**src/rtl/cpu15_pkg.sv**
```systemverilog
// Shared CPU15 defaults: datapath widths, register-index type and the onehot
// decode helper used by the register-read stage.
package cpu15_pkg;

    localparam int DEF_DATA_W = 16;
    localparam int DEF_N_REGS = 8;
    localparam int DEF_REG_AW = $clog2(DEF_N_REGS);

    typedef logic [DEF_REG_AW-1:0] reg_idx_t;

    // One bit of onehot(idx) gated by en, evaluated at bit position pos.
    function automatic logic onehot_bit(input logic en, input logic [31:0] idx, input int pos);
        return en && (idx == 32'(pos));
    endfunction

endpackage

```
**src/rtl/reg_scoreboard.sv**
```systemverilog
// Pending-write scoreboard: one bit per architectural register, set by a newly
// issued writer, cleared by write-back or by flushing the held writer.
module reg_scoreboard
    import cpu15_pkg::*;
#(
    parameter  int N_REGS = DEF_N_REGS,
    localparam int REG_AW = $clog2(N_REGS)
) (
    input  logic              clk,
    input  logic              rst,
    input  logic              set_en,
    input  logic [REG_AW-1:0] set_idx,
    input  logic              clr_en,
    input  logic [REG_AW-1:0] clr_idx,
    input  logic              fl_en,
    input  logic [REG_AW-1:0] fl_idx,
    input  logic [REG_AW-1:0] rd_a_idx,
    input  logic [REG_AW-1:0] rd_b_idx,
    output logic              pend_a,
    output logic              pend_b
);

    logic [N_REGS-1:0] pend_q;
    logic [N_REGS-1:0] pend_d;

    // A set on the same index as a clear wins: the new writer is younger.
    always_comb begin
        pend_d = pend_q;
        for (int i = 0; i < N_REGS; i++) begin
            pend_d[i] = onehot_bit(set_en, 32'(set_idx), i)
                      | (pend_q[i] & ~(onehot_bit(clr_en, 32'(clr_idx), i)
                                     | onehot_bit(fl_en, 32'(fl_idx), i)));
        end
    end

    always_ff @(posedge clk or posedge rst) begin
        if (rst) begin
            pend_q <= '0;
        end else begin
            pend_q <= pend_d;
        end
    end

    assign pend_a = pend_q[rd_a_idx];
    assign pend_b = pend_q[rd_b_idx];

endmodule

```
**src/rtl/reg_dc_sb.sv**
```systemverilog
// CPU15 register-read/decode stage: source reads with same-cycle write-back
// forwarding, RAW stall against the pending-write scoreboard, one output slot.
module reg_dc_sb
    import cpu15_pkg::*;
#(
    parameter  int DATA_W = DEF_DATA_W,
    parameter  int N_REGS = DEF_N_REGS,
    localparam int REG_AW = $clog2(N_REGS)
) (
    input  logic                     CLK_DC,
    input  logic                     RST,
    input  logic                     IN_VALID,
    output logic                     IN_READY,
    input  logic [REG_AW-1:0]        N_REG_A_IN,
    input  logic [REG_AW-1:0]        N_REG_B_IN,
    input  logic                     USE_B_IN,
    input  logic [REG_AW-1:0]        N_DST_IN,
    input  logic                     DST_WE_IN,
    input  logic [N_REGS*DATA_W-1:0] REG_FILE,
    input  logic                     WB_WE,
    input  logic [REG_AW-1:0]        N_WB,
    input  logic [DATA_W-1:0]        WB_DATA,
    input  logic                     FLUSH,
    output logic                     OUT_VALID,
    input  logic                     OUT_READY,
    output logic [REG_AW-1:0]        N_REG_A_OUT,
    output logic [REG_AW-1:0]        N_REG_B_OUT,
    output logic [REG_AW-1:0]        N_DST_OUT,
    output logic                     DST_WE_OUT,
    output logic [DATA_W-1:0]        REG_A_OUT,
    output logic [DATA_W-1:0]        REG_B_OUT,
    output logic                     HAZARD
);

    logic [DATA_W-1:0] rf_p0 [N_REGS];
    logic              fwd_a_p0, fwd_b_p0;
    logic [DATA_W-1:0] rd_a_p0, rd_b_p0;
    logic              pend_a_p0, pend_b_p0;
    logic              hazard_p0, ready_p0, accept_p0;

    logic              vld_p1;
    logic [REG_AW-1:0] n_a_p1, n_b_p1, n_dst_p1;
    logic              dst_we_p1;
    logic [DATA_W-1:0] reg_a_p1, reg_b_p1;

    for (genvar g = 0; g < N_REGS; g++) begin : g_rf
        assign rf_p0[g] = REG_FILE[g*DATA_W +: DATA_W];
    end

    // ---- p0: read, forward, hazard and handshake (combinational) ----
    assign fwd_a_p0 = WB_WE && (N_WB == N_REG_A_IN);
    assign fwd_b_p0 = WB_WE && (N_WB == N_REG_B_IN);
    assign rd_a_p0  = fwd_a_p0 ? WB_DATA : rf_p0[N_REG_A_IN];
    assign rd_b_p0  = fwd_b_p0 ? WB_DATA : rf_p0[N_REG_B_IN];

    assign hazard_p0 = IN_VALID && ((pend_a_p0 && !fwd_a_p0)
                                 || (USE_B_IN && pend_b_p0 && !fwd_b_p0));
    assign ready_p0  = (!vld_p1 || OUT_READY) && !hazard_p0 && !FLUSH;
    assign accept_p0 = IN_VALID && ready_p0;

    reg_scoreboard #(.N_REGS(N_REGS)) u_sb (
        .clk      (CLK_DC),
        .rst      (RST),
        .set_en   (accept_p0 && DST_WE_IN),
        .set_idx  (N_DST_IN),
        .clr_en   (WB_WE),
        .clr_idx  (N_WB),
        .fl_en    (FLUSH && vld_p1 && dst_we_p1),
        .fl_idx   (n_dst_p1),
        .rd_a_idx (N_REG_A_IN),
        .rd_b_idx (N_REG_B_IN),
        .pend_a   (pend_a_p0),
        .pend_b   (pend_b_p0)
    );

    // ---- p1: output slot, held while execute stalls ----
    always_ff @(posedge CLK_DC or posedge RST) begin
        if (RST) begin
            vld_p1    <= 1'b0;
            n_a_p1    <= '0;
            n_b_p1    <= '0;
            n_dst_p1  <= '0;
            dst_we_p1 <= 1'b0;
            reg_a_p1  <= '0;
            reg_b_p1  <= '0;
        end else if (accept_p0) begin
            vld_p1    <= 1'b1;
            n_a_p1    <= N_REG_A_IN;
            n_b_p1    <= N_REG_B_IN;
            n_dst_p1  <= N_DST_IN;
            dst_we_p1 <= DST_WE_IN;
            reg_a_p1  <= rd_a_p0;
            reg_b_p1  <= rd_b_p0;
        end else if (FLUSH || OUT_READY) begin
            vld_p1    <= 1'b0;
        end
    end

    assign IN_READY    = ready_p0;
    assign HAZARD      = hazard_p0;
    assign OUT_VALID   = vld_p1;
    assign N_REG_A_OUT = n_a_p1;
    assign N_REG_B_OUT = n_b_p1;
    assign N_DST_OUT   = n_dst_p1;
    assign DST_WE_OUT  = dst_we_p1;
    assign REG_A_OUT   = reg_a_p1;
    assign REG_B_OUT   = reg_b_p1;

endmodule
```
**config.mk**
```make
export PLATFORM = sky130hd
export DESIGN_NAME = reg_dc_sb
export DESIGN_NICKNAME = d
export VERILOG_FILES = /design/src/rtl/cpu15_pkg.sv /design/src/rtl/reg_scoreboard.sv /design/src/rtl/reg_dc_sb.sv
export SDC_FILE = /design/constraint.sdc
export NUM_CORES = 1
export LEC_CHECK = 0
export ABC_AREA = 1
export BUFFER_PORTS_ARGS = -buffer_cell sky130_fd_sc_hd__buf_2
export CORE_ASPECT_RATIO = 0.6
export CORE_MARGIN = 2
export CORE_UTILIZATION = 40
export CTS_BUF_LIST = sky130_fd_sc_hd__clkbuf_4
export DETAILED_ROUTE_END_ITERATION = 7
export GPL_TIMING_DRIVEN = 0
export HOLD_SLACK_MARGIN = 0.06
export MAX_ROUTING_LAYER = met4
export PLACE_DENSITY = 0.69
export REMOVE_ABC_BUFFERS = 1
export SYNTH_ARGS = -nofsm -noshare
export SYNTH_HDL_FRONTEND = slang
export SYNTH_HIERARCHICAL = 1
export SYNTH_SLANG_ARGS = --single-unit
```
**constraint.sdc**
```tcl
create_clock -name CLK_DC -period 4.7 [get_ports CLK_DC]
set_clock_uncertainty 0.15 [all_clocks]
set_input_delay 0.47 -clock CLK_DC [delete_from_list [all_inputs] [get_ports CLK_DC]]
set_output_delay 0.47 -clock CLK_DC [all_outputs]
set_load 0.02 [all_outputs]
```
==> out/qor.csv <==
metric;value;unit
metal3 WL;2305;µm
Synth Cell Area;4960;µm²
gr usage total;0.2939;
worst slack, placed;-0.8447;ns
pin count of the biggest net entering global routing;87;
GP Congestion;0.9120;
largest cells by area after synthesis;nand2_1, dfrtp_1, nand3_1;
clk_lat worst skew;0.39;ns
area of the die;13340;µm²
transition time of the tightest slew-check pin;1.374;ns
Reg area;1276;µm²
Row Count;31;
Iter 0 DRT Violations;527;
Clock Tree Buf Depth;2;
H-tree depth;2;
Top Layer Used;met4;
crit path from;N_REG_B_IN[0];
Avg Inst Size Synth;5.611;µm²
port bufs;208;
drt pass-1 iters;5;
r2r startpoint;u_sb/pend_q[3]$_DFF_PP0_;
WP data required;4.08;ns
Crit Path Class;input pin to output pin;
area of the multi-input gates;3166;µm²
# nets final;1204;
Critical Path Sink Type;output pin;
HP Class;input pin to flip-flop;
vias in the first global route;5925;
reg2reg setup slack;2.35;ns
ANT nets after route;0;
grt total ovfl;0;
Hold Crit Endpoint;OUT_VALID$_DFFE_PP0P_;
die extent in x;147.8;µm
hpwl dp;12780;µm
Critical Path Start Type;input pin;
unrepaired setup endpoints after global routing;false;
Met1 Wirelength;8811;µm
fin util;0.5002;
number of library cell types mapped by synthesis;24;
Leak;3.336;nW
drt total wl;19360;µm
initial antenna violation count;0;
vias per inst;5.287;
Synth top area share;0.2815;
TritonCTS clock tree;yes;
fin crit period;4.021;ns
outcome;complete, no violations;
critical-path maximum fanout;71;
worst hold stages;2;
Seq/Total Area, Yosys;0.2573;
Final Hold Fails;0;
Yosys reg bits;51;
WL met2;8092;µm
vias;6382;
Pins Over Slew Limit;0;
max_cap viols;0;
DRC Markers;0;
peak supply drop;132.7;µV
post-DR wirelength/cell;16.04;µm
clock sink total;51;
IO Pins;209;
Num CTS Buffers;5;
Rel. slew slack;0.08267;
Ys Warns;6;
# setup viols final;0;
share of layout cells above drive strength 1;0.2288;
post-synth top area cell;nand2_1;
crit share post-route;0.8555;
initial core utilization;0.4112;
# fillers;1302;
core area;12060;µm²
PD cells;267.5;nW/µm²
Post-Syn Instances;884;
max frequency;0.2487;GHz
global-route wire length before repair;30550;µm
CP arrival;3.40;ns
Area growth syn-to-layout;21.64;%
final worst slack;0.6790;ns
clk root buf;clkbuf_4;
Hold Path Origin;OUT_READY;
worst reg2reg path endpoint;u_sb/pend_q[1]$_DFF_PP0_;
Die Y-Extent;90.26;µm
clock-pin slew on the worst setup and hold paths;0.15;ns
R2R depth;13;
Final Total Pwr;0.001614;W
Post-CTS Repair Setup Buffers;0;
==> cell families after synthesis <==
| family | count (synthesis) | synth area share |
|---|---|---|
| and+or+nand+nor | 637 | 0.5494 |
| buffers and inverters | 112 | 0.1044 |
| AOI/OAI and AO/OA | 84 | 0.08880 |
| DFF | 51 | 0.2573 |
==> worst max path at each step <==
stage	to	slack, ns	cells past startpoint
after global routing	IN_READY	0.49	10
after global placement	u_sb/pend_q[0]$_DFF_PP0_	-1.53	11
after floorplan	IN_READY	1.20	8
after detailed placement	u_sb/pend_q[5]$_DFF_PP0_	-0.84	11
final	IN_READY	0.68	10
after CTS	u_sb/pend_q[5]$_DFF_PP0_	0.20	11
==> state kept, by name (all words and copies together) (netlist names) <==
register     flops
N_REG_B_OUT      3
OUT_VALID        1
REG_A_OUT       16
N_DST_OUT        3
REG_B_OUT       16
u_sb/pend_q      8
N_REG_A_OUT      3
DST_WE_OUT       1
==> worst max-delay path: stages <==
cell,delay (ns)
buf_4,0.61
inv_2,0.69
nand2_1,0.21
nand2_1,0.08
nor2_2,0.12
nand2_2,0.42
nand2_2,0.25
a21boi_0,0.13
nor3_1,0.13
buf_2,0.18
==> Yosys cell counts <==
library cell and number:
and3_1 1, a21boi_0 1, o21ai_2 4, nor2_2 3, buf_4 1, a21oi_1 6, clkbuf_1 11, nand2_1 372
buf_1 10, nor3_1 1, inv_1 44, inv_2 3, dfrtp_1 51, inv_4 2, nor2_1 20, nand4_4 1
o31ai_1 1, o21ai_1 36, o21ai_0 36, nand3_1 234, nand2_2 5, buf_6 6, buf_2 34, clkbuf_2 1
==> cell usage in the layout, fill, tap and decap left out <==
cell type      netlist  final
nand2_1            372    372
inv_2                3      5
nand2_2              5      5
buf_2               34    206
a21oi_1              6      6
buf_12               0      3
nand4_4              1      1
nor3_1               1      1
inv_4                2      2
buf_4                1      2
clkbuf_4             0      5
dfrtp_1             51     51
dlygate4sd3_1        0      1
o21ai_0             36     36
o31ai_1              1      1
o21ai_1             36     36
clkinvlp_4           0      1
inv_1               44     42
bufinv_16            0      1
diode_2              0      2
nor2_1              20     20
nor2_2               3      3
nand3_1            234    234
and3_1               1      1
a21boi_0             1      1
o21ai_2              4      4
==> timing repair <==
action,in CTS,in global routing
hold buffers,1,0
gates resized for setup,2,0
setup endpoints to repair,50,0
endpoints found under the hold margin,27,0
==> layer usage <==
| metal | GRT usage | vias to the layer above |
|---|---|---|
| met2 | 0.4302 | 336 |
| met4 | 0.04888 | 0 |
| met1 | 0.4277 | 2839 |
| met3 | 0.05505 | 16 |
| li1 | - | 3191 |
| met5 | - | - |
==> final cells by class <==
type | instances | share of cell area
Antenna cell | 2 | 0.0008295
Clock buffer | 5 | 0.006221
Clock inverter | 2 | 0.006221
Inverter | 49 | 0.03131
Multi-Input combinational cell | 721 | 0.5247
Sequential cell | 51 | 0.2115
Tap cell | 165 | 0.03422
Timing Repair Buffer | 212 | 0.1850
==> power breakdown <==
| group | total, W | internal [W] | switching (W) |
|---|---|---|---|
| registers | 0.000603 | 0.000540 | 0.0000632 |
| logic | 0.000744 | 0.000264 | 0.000480 |
| clock network | 0.000267 | 0.000109 | 0.000158 |
==> metrics by stage <==
step                      std cells  hold WS [ns]  setup TNS (ns)  cell area (µm²)
after detailed placement       1196        0.3016          -27.32             5918
after global placement         1194        0.2937          -62.33             5878
final                          1207        0.1017               0             6033
after CTS                      1204       0.07926               0             6008
after global routing           1205       0.07291               0             6028
after floorplan                 821        0.1357               0             4631
No activity file was read; power rests on OpenSTA's default activity.
